<file path="src/rtl/bus_master_if_if.sv">
// Bus-side signal bundle for one master port on the shared bus.
// The master drives request/strobe/address/data and observes grant, ready and read data.
interface bus_master_if_if;
  logic        bus_req_;
  logic        bus_grnt_;
  logic [29:0] bus_addr;
  logic        bus_as_;
  logic        bus_rw;
  logic [31:0] bus_wr_data;
  logic [31:0] bus_rd_data;
  logic        bus_rdy_;

  modport master (
    output bus_req_,
    output bus_addr,
    output bus_as_,
    output bus_rw,
    output bus_wr_data,
    input  bus_grnt_,
    input  bus_rd_data,
    input  bus_rdy_
  );

  modport slave (
    input  bus_req_,
    input  bus_addr,
    input  bus_as_,
    input  bus_rw,
    input  bus_wr_data,
    output bus_grnt_,
    output bus_rd_data,
    output bus_rdy_
  );
endinterface

</file>
<file path="src/rtl/bus_master_if.sv">
// CPU-side bus master: turns one load/store request into a request / grant /
// strobe / ready bus transaction, stalls the pipeline while it is in flight and
// aborts a hung access after TIMEOUT cycles in ACCESS with a one-cycle error.
module bus_master_if #(
  parameter int TIMEOUT = 16,
  parameter int CNT_W   = 5
) (
  input  logic                  clk,
  input  logic                  reset,
  input  logic                  cpu_req,
  input  logic [29:0]           cpu_addr,
  input  logic                  cpu_rw,
  input  logic [31:0]           cpu_wr_data,
  input  logic                  cpu_stall,
  input  logic                  cpu_flush,
  output logic [31:0]           cpu_rd_data,
  output logic                  cpu_busy,
  output logic                  cpu_err,
  bus_master_if_if.master       bus
);

  localparam logic [1:0] ST_IDLE   = 2'd0;
  localparam logic [1:0] ST_REQ    = 2'd1;
  localparam logic [1:0] ST_ACCESS = 2'd2;
  localparam logic [1:0] ST_STALL  = 2'd3;

  localparam logic [CNT_W-1:0] CNT_LAST = CNT_W'(TIMEOUT - 1);
  localparam logic [CNT_W-1:0] CNT_ONE  = CNT_W'(1);

  logic [1:0]       state;
  logic [CNT_W-1:0] cnt;
  logic             req_reg;
  logic             as_reg;
  logic             rw_reg;
  logic [29:0]      addr_reg;
  logic [31:0]      wdata_reg;
  logic [31:0]      rd_reg;

  logic             start;
  logic             ready;
  logic             timeout;

  // Bus strobes and address/data come straight from registers so they never glitch.
  assign bus.bus_req_    = req_reg;
  assign bus.bus_as_     = as_reg;
  assign bus.bus_rw      = rw_reg;
  assign bus.bus_addr    = addr_reg;
  assign bus.bus_wr_data = wdata_reg;

  // Qualify the shared ready with our own ACCESS state; other masters' ready is ignored.
  always_comb begin
    start   = (state == ST_IDLE) && cpu_req && !cpu_flush;
    ready   = (state == ST_ACCESS) && !bus.bus_rdy_;
    timeout = (state == ST_ACCESS) && bus.bus_rdy_ && (cnt == CNT_LAST);
  end

  // Pipeline stall request, error pulse and read-data bypass in the ready cycle.
  always_comb begin
    cpu_busy    = 1'b0;
    cpu_err     = timeout;
    cpu_rd_data = rd_reg;
    case (state)
      ST_IDLE:   cpu_busy = start;
      ST_REQ:    cpu_busy = 1'b1;
      ST_ACCESS: cpu_busy = !(ready || timeout);
      ST_STALL:  cpu_busy = 1'b0;
      default:   cpu_busy = 1'b0;
    endcase
    if (ready && rw_reg) begin
      cpu_rd_data = bus.bus_rd_data;
    end else begin
      cpu_rd_data = rd_reg;
    end
  end

  // Transaction sequencer: latch request, wait grant, strobe, wait ready or time out.
  always_ff @(posedge clk or posedge reset) begin
    if (reset) begin
      state     <= ST_IDLE;
      cnt       <= '0;
      req_reg   <= 1'b1;
      as_reg    <= 1'b1;
      rw_reg    <= 1'b1;
      addr_reg  <= 30'd0;
      wdata_reg <= 32'd0;
      rd_reg    <= 32'd0;
    end else begin
      case (state)
        ST_IDLE: begin
          if (start) begin
            addr_reg  <= cpu_addr;
            rw_reg    <= cpu_rw;
            wdata_reg <= cpu_wr_data;
            req_reg   <= 1'b0;
            state     <= ST_REQ;
          end
        end
        ST_REQ: begin
          if (!bus.bus_grnt_) begin
            as_reg <= 1'b0;
            cnt    <= '0;
            state  <= ST_ACCESS;
          end
        end
        ST_ACCESS: begin
          as_reg <= 1'b1;
          if (ready || timeout) begin
            // Completion and timeout release the bus the same way.
            if (timeout) begin
              rd_reg <= 32'd0;
            end else if (rw_reg) begin
              rd_reg <= bus.bus_rd_data;
            end
            req_reg   <= 1'b1;
            rw_reg    <= 1'b1;
            addr_reg  <= 30'd0;
            wdata_reg <= 32'd0;
            state     <= cpu_stall ? ST_STALL : ST_IDLE;
          end else begin
            cnt <= cnt + CNT_ONE;
          end
        end
        ST_STALL: begin
          if (!cpu_stall) begin
            state <= ST_IDLE;
          end
        end
        default: begin
          state <= ST_IDLE;
        end
      endcase
    end
  end

endmodule
</file>
<file path="src/flat_wrapper.sv">
// flat-port wrapper written by rule: the top's interface ports become plain ports
module bus_master_if_flat 
#(
  parameter int TIMEOUT = 16,
  parameter int CNT_W   = 5
)
  (clk, reset, cpu_req, cpu_addr, cpu_rw, cpu_wr_data, cpu_stall, cpu_flush, cpu_rd_data, cpu_busy, cpu_err, bus_bus_req_, bus_bus_addr, bus_bus_as_, bus_bus_rw, bus_bus_wr_data, bus_bus_grnt_, bus_bus_rd_data, bus_bus_rdy_);
  bus_master_if_if bus_i ();
  input  logic clk;
  input  logic reset;
  input  logic cpu_req;
  input  logic [29:0] cpu_addr;
  input  logic cpu_rw;
  input  logic [31:0] cpu_wr_data;
  input  logic cpu_stall;
  input  logic cpu_flush;
  output logic [31:0] cpu_rd_data;
  output logic cpu_busy;
  output logic cpu_err;
  output wire logic [$bits(bus_i.bus_req_)-1:0] bus_bus_req_;
  output wire logic [$bits(bus_i.bus_addr)-1:0] bus_bus_addr;
  output wire logic [$bits(bus_i.bus_as_)-1:0] bus_bus_as_;
  output wire logic [$bits(bus_i.bus_rw)-1:0] bus_bus_rw;
  output wire logic [$bits(bus_i.bus_wr_data)-1:0] bus_bus_wr_data;
  input wire logic [$bits(bus_i.bus_grnt_)-1:0] bus_bus_grnt_;
  input wire logic [$bits(bus_i.bus_rd_data)-1:0] bus_bus_rd_data;
  input wire logic [$bits(bus_i.bus_rdy_)-1:0] bus_bus_rdy_;
  assign bus_bus_req_ = bus_i.bus_req_;
  assign bus_bus_addr = bus_i.bus_addr;
  assign bus_bus_as_ = bus_i.bus_as_;
  assign bus_bus_rw = bus_i.bus_rw;
  assign bus_bus_wr_data = bus_i.bus_wr_data;
  assign bus_i.bus_grnt_ = bus_bus_grnt_;
  assign bus_i.bus_rd_data = bus_bus_rd_data;
  assign bus_i.bus_rdy_ = bus_bus_rdy_;
  bus_master_if #(.TIMEOUT(TIMEOUT), .CNT_W(CNT_W)) u_core (.clk(clk), .reset(reset), .cpu_req(cpu_req), .cpu_addr(cpu_addr), .cpu_rw(cpu_rw), .cpu_wr_data(cpu_wr_data), .cpu_stall(cpu_stall), .cpu_flush(cpu_flush), .cpu_rd_data(cpu_rd_data), .cpu_busy(cpu_busy), .cpu_err(cpu_err), .bus(bus_i));
endmodule
</file>
<file path="config.mk">
export PLATFORM = sky130hd
export DESIGN_NAME = bus_master_if_flat
export DESIGN_NICKNAME = d
export VERILOG_FILES = /design/src/rtl/bus_master_if_if.sv /design/src/rtl/bus_master_if.sv /design/src/flat_wrapper.sv
export SDC_FILE = /design/constraint.sdc
export NUM_CORES = 1
export LEC_CHECK = 0
export CAP_MARGIN = 5
export CORE_AREA = 2 2 102 104
export CTS_CLUSTER_DIAMETER = 50
export DETAILED_ROUTE_END_ITERATION = 8
export DIE_AREA = 0 0 104 106
export PLACE_DENSITY = 0.82
export SYNTH_ARGS = -nofsm -noshare
export SYNTH_HDL_FRONTEND = slang
export SYNTH_SLANG_ARGS = --single-unit
</file>
<file path="constraint.sdc">
create_clock -name clk -period 5.9 [get_ports clk]
set_clock_uncertainty 0.2 [all_clocks]
set_input_delay 0.59 -clock clk [delete_from_list [all_inputs] [get_ports clk]]
set_output_delay 0.59 -clock clk [all_outputs]
set_load 0.01 [all_outputs]
</file>
# Word level (Yosys, flattened, before mapping)
# Cells that the tools add are included.
# totals
register_bits,104
inputBits,102
out_inout_bits,99
wordCells,63
# classes
add_sub_neg,1
eq_ne,9
mux,26
reduce_logical,19
# op_table
operator,n
two-way mux 32 bit,5
one-hot mux 32 bit (2 select lines),1
two-way mux 30 bit,2
one-hot mux 30 bit (2 select lines),1
two-way mux 2 bit,5
two-way mux 5 bit,2
one-hot mux 5 bit (2 select lines),1
AND reduction 3 bit,3
inequality test 2 bit (second input constant),4
one-hot mux 2 bit (4 select lines),1
logical AND 1 bit,6
one-hot mux 1 bit (2 select lines),3
nonzero test 2 bit,3
adder 5 x 1 -> 5 bit (second input constant),1
equality test 5 x 4 -> 1 bit (second input constant),1
equality test 2 bit (second input constant),2
two-way mux 1 bit,4
one-hot mux 1 bit (4 select lines),1
AND reduction 4 bit,1
zero test 1 bit,3
equality test 2 x 1 -> 1 bit (second input constant),1
zero test 2 bit,1
inequality test 2 x 1 -> 1 bit (second input constant),1
AND reduction 2 bit,1
logical OR 1 bit,1

# Longest topological paths before layout
# Gate-level depths: netlist (run 1).
# logic_depth
word_depth,6
mapped_depth,7
ltp_nobuf,6

# Worst setup path before layout (run 1)
# No wires, ideal clock.
# synth_timing
kind,input port to output port
startpoint,in bus_bus_rdy_
endpoint,out cpu_rd_data[10]
t_arrival_ps,1503
required_time_ps,5110
path_slack_ps,3607
path_stages,4
n_path_buf,2
path_cell_list,nor4bb_1 > buf_2 > buf_6 > mux2_4
# synth_between
elab_chain_cells,4
# synth_rtl
element,line_no,source
"start, declared",flat_wrapper.sv:27,input wire logic [$bits(bus_i.bus_rdy_)-1:0] bus_bus_rdy_;
zero test 1 bit,bus_master_if.sv:53,ready = (state == ST_ACCESS) && !bus.bus_rdy_;
logical AND 1 bit,bus_master_if.sv:53,
logical AND 1 bit,bus_master_if.sv:69,if (ready && rw_reg) begin
two-way mux 32 bit,bus_master_if.sv:69,
"end, declared",flat_wrapper.sv:17,output logic [31:0] cpu_rd_data;
# Every way passes these cells.

# Worst setup path after layout (run 1)
# layout_timing
startpoint,in bus_bus_rdy_
endpoint,out cpu_rd_data[31]
# The elaborated chain is that of the path after synthesis.

==> results of run 1 <==
how the worst max path moves through the flow:
stage                            start                      to  slack [ns]  cells after the start
after floorplan                  reset  u_core.bus.bus_addr[0]        2.38                      1
after global placement    bus_bus_rdy_         cpu_rd_data[31]        2.34                      5
after detailed placement  bus_bus_rdy_         cpu_rd_data[31]        2.31                      5
after CTS                 bus_bus_rdy_         cpu_rd_data[31]        2.31                      5
after global routing      bus_bus_rdy_         cpu_rd_data[31]        2.23                      5
final                     bus_bus_rdy_         cpu_rd_data[31]        2.33                      5
metal layers:
layer | global-route usage [%] | part of all wire, % | up-vias
met5 | 0 | 0 | -
met4 | 4.63 | 0.83 | 0
met3 | 6.38 | 8.2 | 7
met2 | 30.9 | 47 | 133
met1 | 25.7 | 44 | 1565
li1 | - | - | 1462
cells in the final DEF, fill, tap and decap left out, types with 6 or more instances in the layout:
cell             instances
clkdlybuf4s50_1        200
dfrtp_1                101
a22o_1                  62
nor2b_1                 34
mux2_4                  30
clkbuf_8                 9
nand2_1                  7
inv_1                    6
o21ai_0                  6
logic make-up after synthesis:
logic type	synth area share [%]
flip-flops	61.6
AND/OR/NAND/NOR	8.05
adder cells (fa/ha/maj)	0.592
AO/OA/AOI/OAI	14.8
multiplexers	11.7
buffers and inverters	3.28
power by group through the flow:
stage                     Combinational (mW)  Sequential [mW]  Clock [mW]
after CTS                               1.68             1.24       0.421
final                                   1.66             1.24       0.402
after global routing                    1.77             1.28       0.452
after detailed placement                1.67             1.25           0
after floorplan                        0.722             1.30           0
after global placement                  1.64             1.23           0
per-stage QoR:
stage | setup slack [ns] | hold slack [ns] | instance area, um2 | instances | util, %
after floorplan | 2.38 | 0.237 | 4230 | 298 | -
after global placement | 2.34 | 0.261 | 6360 | 618 | 63.6
after detailed placement | 2.31 | 0.273 | 6360 | 618 | 63.6
after CTS | 2.31 | 0.287 | 6540 | 634 | 65.4
after global routing | 2.23 | 0.312 | 6540 | 634 | 65.4
final | 2.33 | 0.287 | 6540 | 634 | 65.4
layout make-up:
cell class,instances,area [um2]
Fill cell,759,3460
Multi-Input combinational cell,166,1510
Tap cell,136,170
Sequential cell,104,2610
Timing Repair Buffer,205,2040
Inverter,7,28.8
Clock inverter,7,55.1
Clock buffer,9,124
critical path: stages:
cell and delay (ns):
clkdlybuf4s50_1 0.50, nor4bb_4 0.28, buf_4 0.51, mux2_2 0.41
clkdlybuf4s50_1 0.48
==> flow_metrics.py, run 1 <==
metrics = {
    "clock_network": {
        "worst_skew_pair.late_latency_ns": 0.35,
        "clk_path_buf_depth": 2,
        "cts_buffers": 9,
        "cts_hold_buf": 0,
        "cts.sinks": 104,
        "cts_root_buffer": "clkbuf_8",
        "clk_pin_slew_ns": 0.10,
        "cts_htree_levels": 3,
        "cts_tree": "yes",
        "post_cts_buffers": 0,
        "cts_resized": 0,
    },
    "synth": {
        "ys_seq_elements": 104,
        "synth.avg_cell_area_um2": 14.2,
        "synth_ff_type": "dfrtp_1",
        "async_flop_share_pct": 100,
        "ys_seq_area_share_pct": 61.6,
        "ys_types": 27,
        "synthDominantCellAreaShare_pct": 59.8,
        "syn_inst": 298,
        "yosysMostFrequentCell": "dfrtp_1",
        "ys_top_cells_by_count": "dfrtp_1, a22o_1, nor2b_1",
        "synth-edff-count": 0,
        "netlist_area_um2": 4230,
        "yosys.area.top_type": "dfrtp_1",
        "ys_warn_count": 0,
        "synth_nets": 402,
        "ys_top_cells_by_area": "dfrtp_1, a22o_1, mux2_4",
    },
    "pwr": {
        "switchingPower_mw": 1.06,
        "p_leak_nw": 2.91,
        "total_power_mw": 3.30,
        "p_int_mw": 2.25,
        "p_sw_share_pct": 32.0,
        "power_density_nw_per_um2": 505,
        "share_seq_of_total_power_pct": 37.6,
        "clkPwrFrac_pct": 12.2,
        "pwr-share-comb_pct": 50.2,
        "ir_worst_vdd_uv": 290,
    },
    "floorplan": {
        "coreArea_um2": 10000,
        "die_area_um2": 11000,
        "die_h_um": 106,
        "initial_utilization_pct": 42.3,
        "core.rowCount": 37,
        "pin_count": 201,
        "die_w_um": 104,
    },
    "hold_path": {
        "holdPathEnd": "u_core.cnt[3]",
        "min_from": "u_core.cnt[3]",
        "min_path_type": "register to register",
        "whs_path_depth": 1,
    },
    "sta": {
        "tns_ns": 0,
        "period_share_pct": 60.4,
        "finalHoldViolations": 0,
        "min_period_ns": 3.57,
        "setup_viol_count_final": 0,
        "drv_slew": 0,
        "rsz0062_at_grt": "no",
        "slew_headroom_pct": 55.3,
        "tightest_slew_ns": 0.670,
        "max_freq_mhz": 280,
    },
    "flow_run": {
        "max-cap-violations": 0,
    },
    "detailed_routing": {
        "dr.pass1.iters": 4,
        "dr.first_iter.drc_count": 119,
        "drt_wl_total_mm": 10.6,
        "vias": 3167,
        "drc": 0,
        "postRouteAntennaNets": 0,
        "post_drt_wl_per_cell_um": 16.8,
        "viasPerCell": 5.00,
    },
    "global_routing": {
        "grt_pass1_vias": 3227,
        "grt_usage_pct": 19.3,
        "grt_overflow": 0,
        "grt_antenna_before_repair": 0,
        "grt_pass1_wl_mm": 17.1,
        "grt_max_degree": 65,
    },
    "finish": {
        "area_growth_pct": 54.6,
        "antenna_cells": 0,
        "layout-drive-gt1-share_pct": 12.2,
        "finish.net_count": 597,
    },
    "critical_path": {
        "critical_path_arrival_ns": 2.78,
        "r2r_slack_ns": 3.40,
        "reg2regPathDepth": 7,
        "cp_max_fo": 32,
        "required_ns": 5.11,
        "cp-end-kind": "primary output",
        "worstSetupStartpointType": "input port",
        "r2r-end": "u_core.bus.bus_wr_data[8]",
        "crit_type": "input port to primary output",
        "reg2reg_from": "u_core.cnt[0]",
    },
    "place": {
        "portBuffers": 200,
        "gp_congestion": 0.789,
        "dp_hpwl_mm": 7.56,
    },
    "run_status": {
        "status": "finished, final reports clean",
    },
}
Power figures use the tool's default switching activity.
==> inputs of run 2 (changes only) <==
--- a/config.mk
+++ b/config.mk
@@ -6,11 +6,11 @@
 export NUM_CORES = 1
 export LEC_CHECK = 0
 export CAP_MARGIN = 5
-export CORE_AREA = 2 2 102 104
+export CORE_AREA = 2 2 105 107
 export CTS_CLUSTER_DIAMETER = 50
 export DETAILED_ROUTE_END_ITERATION = 8
-export DIE_AREA = 0 0 104 106
-export PLACE_DENSITY = 0.82
+export DIE_AREA = 0 0 107 109
+export PLACE_DENSITY = 0.78
 export SYNTH_ARGS = -nofsm -noshare
 export SYNTH_HDL_FRONTEND = slang
 export SYNTH_SLANG_ARGS = --single-unit
==> constraint.sdc (replaced) <==
create_clock -name clk -period 3.65 [get_ports clk]
set_clock_uncertainty 0.2 [all_clocks]
set_input_delay 0.365 -clock clk [delete_from_list [all_inputs] [get_ports clk]]
set_output_delay 0.365 -clock clk [all_outputs]
set_load 0.01 [all_outputs]
==> flow_metrics.py, run 2 (synthesis gave the netlist of run 1 again) <==
metrics = {
    "clock_network": {
        "cts_tree": "yes",
        "cts.sinks": 104,
        "cts_htree_levels": 3,
        "worst_skew_pair.late_latency_ns": 0.35,
        "clk_path_buf_depth": 2,
        "cts_buffers": 9,
        "cts_hold_buf": 0,
        "post_cts_buffers": 0,
        "cts_root_buffer": "clkbuf_8",
        "cts_resized": 0,
        "clk_pin_slew_ns": 0.10,
    },
    "sta": {
        "rsz0062_at_grt": "no",
        "min_period_ns": 3.03,
        "period_share_pct": 83.0,
        "max_freq_mhz": 330,
        "finalHoldViolations": 0,
        "tns_ns": 0,
        "drv_slew": 0,
        "slew_headroom_pct": 57.1,
        "setup_viol_count_final": 0,
        "tightest_slew_ns": 0.644,
    },
    "global_routing": {
        "grt_antenna_before_repair": 0,
        "grt_overflow": 0,
        "grt_usage_pct": 18.2,
        "grt_pass1_vias": 3190,
        "grt_pass1_wl_mm": 16.4,
        "grt_max_degree": 54,
    },
    "pwr": {
        "p_leak_nw": 2.95,
        "power_density_nw_per_um2": 829,
        "total_power_mw": 5.49,
        "ir_worst_vdd_uv": 408,
    },
    "critical_path": {
        "crit_chain": "nor4bb_4, buf_12, mux2_2, clkdlybuf4s50_1",
        "cp_num_buf_inv": 2,
        "required_ns": 3.08,
        "cpLargestDelayFamily": "buffers and inverters",
        "critical_path_arrival_ns": 2.47,
        "worstSetupStartpointType": "register",
        "crit_type": "register to primary output",
        "max_stage_delay_ns": 0.62,
        "cp_max_fo": 32,
        "crit_path_top_delay_cell": "dfrtp_1",
        "cp-end-kind": "primary output",
    },
    "floorplan": {
        "pin_count": 201,
        "initial_utilization_pct": 39.9,
        "coreArea_um2": 10600,
        "die_area_um2": 11700,
        "die_h_um": 109,
        "core.rowCount": 38,
        "die_w_um": 107,
    },
    "finish": {
        "final_core_util_pct": 62.5,
        "layout-drive-gt1-share_pct": 12.6,
        "finish.net_count": 599,
        "area_growth_pct": 56.8,
        "final_cells": 640,
        "nFillCells": 804,
        "layout.cells.most_common_list": "clkdlybuf4s50_1, dfrtp_1, a22o_1",
        "final_area_um2": 6630,
        "layout_commonest_cell": "clkdlybuf4s50_1",
        "antenna_cells": 0,
    },
    "place": {
        "dp.cells": 624,
        "gp_congestion": 0.766,
        "portBuffers": 200,
        "dp_hpwl_mm": 7.70,
        "placed_area_um2": 6400,
    },
    "detailed_routing": {
        "vias": 3127,
        "drt_wl_total_mm": 10.7,
        "drc": 0,
        "dr.first_iter.drc_count": 138,
        "dr.pass1.iters": 4,
        "post_drt_wl_per_cell_um": 16.7,
        "viasPerCell": 4.89,
        "postRouteAntennaNets": 0,
    },
    "run_status": {
        "status": "finished, final reports clean",
    },
    "hold_path": {
        "min_path_type": "input port to asynchronous set/reset pin",
    },
    "flow_run": {
        "max-cap-violations": 0,
    },
}
## run 2: cell count changes in the layout (fill, tap and decap cells not counted)
cell	previous run	this run
clkinv_2	1	0
bufinv_16	0	2
buf_12	0	2
clkinvlp_4	2	1
## run 2: cell type report
type                       count  area (um2)  area share (%)
clock buffer                   9         124            1.87
tap                          140         175            2.64
inverter                       7        28.8           0.434
clock inverter                 7         103            1.55
timing repair buffer         207        2080            31.4
multi-input combinational    166        1510            22.8
sequential                   104        2610            39.3
## run 2: path summary, 6_finish.rpt
path,cells past startpoint,slack (ns),to,start
worst min-delay path,2,0.23,u_core.bus.bus_addr[19],reset
worst max-delay path,4,0.62,cpu_rd_data[31],u_core.state[1]
worst max register to register,7,1.33,u_core.bus.bus_addr[3],u_core.cnt[0]
max in group asynchronous,3,2.29,u_core.bus.bus_wr_data[17],reset
worst min register to register,2,0.28,u_core.bus.bus_rw,u_core.bus.bus_rw
min in group clk,2,0.28,u_core.bus.bus_rw,u_core.bus.bus_rw
## run 2: worst reg2reg max path, stage by stage, from the launching register on
cell	delay [ns]
dfrtp_1	0.42
ha_1	0.22
and3_1	0.18
ha_1	0.22
nand2b_1	0.22
a21oi_4	0.19
buf_4	0.37
a22o_1	0.22
## run 2: per-layer routing
metal	vias to the layer above	global-route usage (%)	share of wire [%]
li1	1463	-	-
met1	1503	23.8	43
met2	147	28.5	47
met3	14	5.44	8.5
met4	0	7.14	1.7
met5	-	0	0
## run 2: report_power, final
part	switching (mW)	total [mW]	internal, mW
Sequential	0.295	1.99	1.70
Combinational	1.01	2.71	1.70
Clock	0.398	0.792	0.394
Total	1.71	5.49	3.79
## run 2: through the flow
stage	hold WS, ns	worst slack [ns]
2_1_floorplan	0.237	0.358
3_3_place_gp	0.261	0.726
3_5_place_dp	0.269	0.708
4_1_cts	0.255	0.571
5_1_grt	0.287	0.428
6_report	0.235	0.619
==> inputs of run 3 (changes only) <==
==> constraint.sdc (replaced) <==
create_clock -name clk -period 2.8 [get_ports clk]
set_clock_uncertainty 0.2 [all_clocks]
set_input_delay 0.28 -clock clk [delete_from_list [all_inputs] [get_ports clk]]
set_output_delay 0.28 -clock clk [all_outputs]
set_load 0.01 [all_outputs]
==> flow_metrics.py, run 3 (synthesis gave the netlist of run 1 again) <==
metrics = {
    "sta": {
        "min_period_ns": 2.73,
        "rsz0062_at_grt": "yes",
        "slew_headroom_pct": 51.1,
        "drv_slew": 0,
        "finalHoldViolations": 0,
        "tightest_slew_ns": 0.734,
        "setup_viol_count_final": 0,
        "whs_ns": 0.227,
        "period_share_pct": 97.6,
        "max_freq_mhz": 366,
    },
    "detailed_routing": {
        "drt_wl_total_mm": 11.5,
        "postRouteAntennaNets": 0,
        "viasPerCell": 4.99,
        "dr.pass1.iters": 4,
        "vias": 3255,
        "drc": 0,
        "post_drt_wl_per_cell_um": 17.6,
        "dr.first_iter.drc_count": 118,
    },
    "critical_path": {
        "crit_start": "u_core.bus.bus_rw",
        "worstSetupStartpointType": "register",
        "required_ns": 2.32,
        "reg2reg_from": "u_core.cnt[0]",
        "critical_path_arrival_ns": 2.25,
        "crit_type": "register to primary output",
        "cp_max_fo": 5,
        "cp-end-kind": "primary output",
    },
    "pwr": {
        "switchingPower_mw": 2.24,
        "share_seq_of_total_power_pct": 36.4,
        "p_int_mw": 4.82,
        "p_leak_nw": 3.07,
        "clkPwrFrac_pct": 14.1,
        "pwr-share-comb_pct": 49.6,
        "p_sw_share_pct": 31.7,
        "ir_worst_vdd_uv": 540,
        "power_density_nw_per_um2": 1050,
        "total_power_mw": 7.07,
    },
    "clock_network": {
        "clk_path_buf_depth": 2,
        "worst_skew_pair.late_latency_ns": 0.36,
        "clk_pin_slew_ns": 0.09,
        "cts_buffers": 9,
        "cts_hold_buf": 0,
        "cts_tree": "yes",
        "cts.sinks": 104,
        "cts_htree_levels": 3,
        "cts_root_buffer": "clkbuf_8",
    },
    "place": {
        "portBuffers": 200,
        "placed_area_um2": 6430,
        "dp.cells": 628,
        "gp_congestion": 0.769,
        "dp_hpwl_mm": 7.83,
    },
    "floorplan": {
        "die_h_um": 109,
        "pin_count": 201,
        "core.rowCount": 38,
        "coreArea_um2": 10600,
        "die_area_um2": 11700,
        "initial_utilization_pct": 39.9,
        "die_w_um": 107,
    },
    "finish": {
        "layout-drive-gt1-share_pct": 14.6,
        "final_area_um2": 6720,
        "area_growth_pct": 58.9,
        "layout.cells.most_common_list": "clkdlybuf4s50_1, dfrtp_1, a22o_1",
        "final_cells": 652,
        "final_core_util_pct": 63.3,
        "layout_commonest_cell": "clkdlybuf4s50_1",
        "nFillCells": 834,
        "finish.net_count": 612,
        "antenna_cells": 0,
    },
    "global_routing": {
        "grt_overflow": 0,
        "grt_usage_pct": 19.5,
        "grt_antenna_before_repair": 0,
        "grt_pass1_wl_mm": 17.6,
        "grt_pass1_vias": 3431,
        "grt_max_degree": 65,
    },
    "hold_path": {
        "min_path_type": "input port to asynchronous set/reset pin",
    },
    "run_status": {
        "status": "finished, final reports clean",
    },
    "flow_run": {
        "max-cap-violations": 0,
    },
}
==> run 3: layer usage <==
layer / vias up / part of all wire (%) / track usage (%)
met1: 1609 / 42 / 24.9
met5: - / 0 / 0
met4: 0 / 2.3 / 8.81
li1: 1486 / - / -
met3: 18 / 7.5 / 5.62
met2: 142 / 48 / 31.0
==> run 3: layout make-up <==
type	count	area [um2]	area share (%)
Sequential cell	104	2610	38.8
Timing Repair Buffer	220	2180	32.5
Multi-Input combinational cell	166	1510	22.5
Tap cell	140	175	2.61
Clock buffer	9	124	1.84
Clock inverter	6	85.1	1.27
Inverter	7	30.0	0.447
==> run 3: power by group through the flow <==
stage,combinational (mW),sequential [mW],clock (mW)
6_report,3.50,2.57,0.995
5_1_grt,3.76,2.65,1.08
4_1_cts,3.50,2.57,1.03
3_5_place_dp,3.64,2.58,0
3_3_place_gp,3.56,2.56,0
2_1_floorplan,1.52,2.74,0
==> run 3: timing repair <==
item | 4_1_cts | 5_1_grt
gates resized for setup | 33 | 0
setup endpoints to repair | 33 | 8
gates cloned | 2 | 1
pin swaps | 1 | 0
buffers inserted | 5 | 1
==> run 3: critical path, cell delays in order (launching register included) <==
cell	delay, ns
dfstp_2	0.54
nor4bb_4	0.30
bufbuf_16	0.33
buf_4	0.13
mux2_4	0.30
dlygate4sd2_1	0.28
==> run 3: per-stage QoR <==
stage          TNS (ns)  worst slack (ns)
6_report              0            0.0667
5_1_grt         -0.0883           -0.0262
4_1_cts               0            0.0306
3_5_place_dp          0            0.0461
3_3_place_gp          0            0.0975
2_1_floorplan         0             0.651
==> run 3: final timing paths <==
path	slack, ns	to	cells past startpoint
hold reg to reg	0.28	u_core.cnt[3]	1
setup reg to reg	0.47	u_core.bus.bus_addr[6]	7
setup / recovery	0.07	cpu_rd_data[9]	5
min in group clk	0.27	u_core.bus.bus_rw	3
max in group asynchronous	1.61	u_core.bus.bus_addr[8]	3
hold / removal	0.23	u_core.rd_reg[28]	3
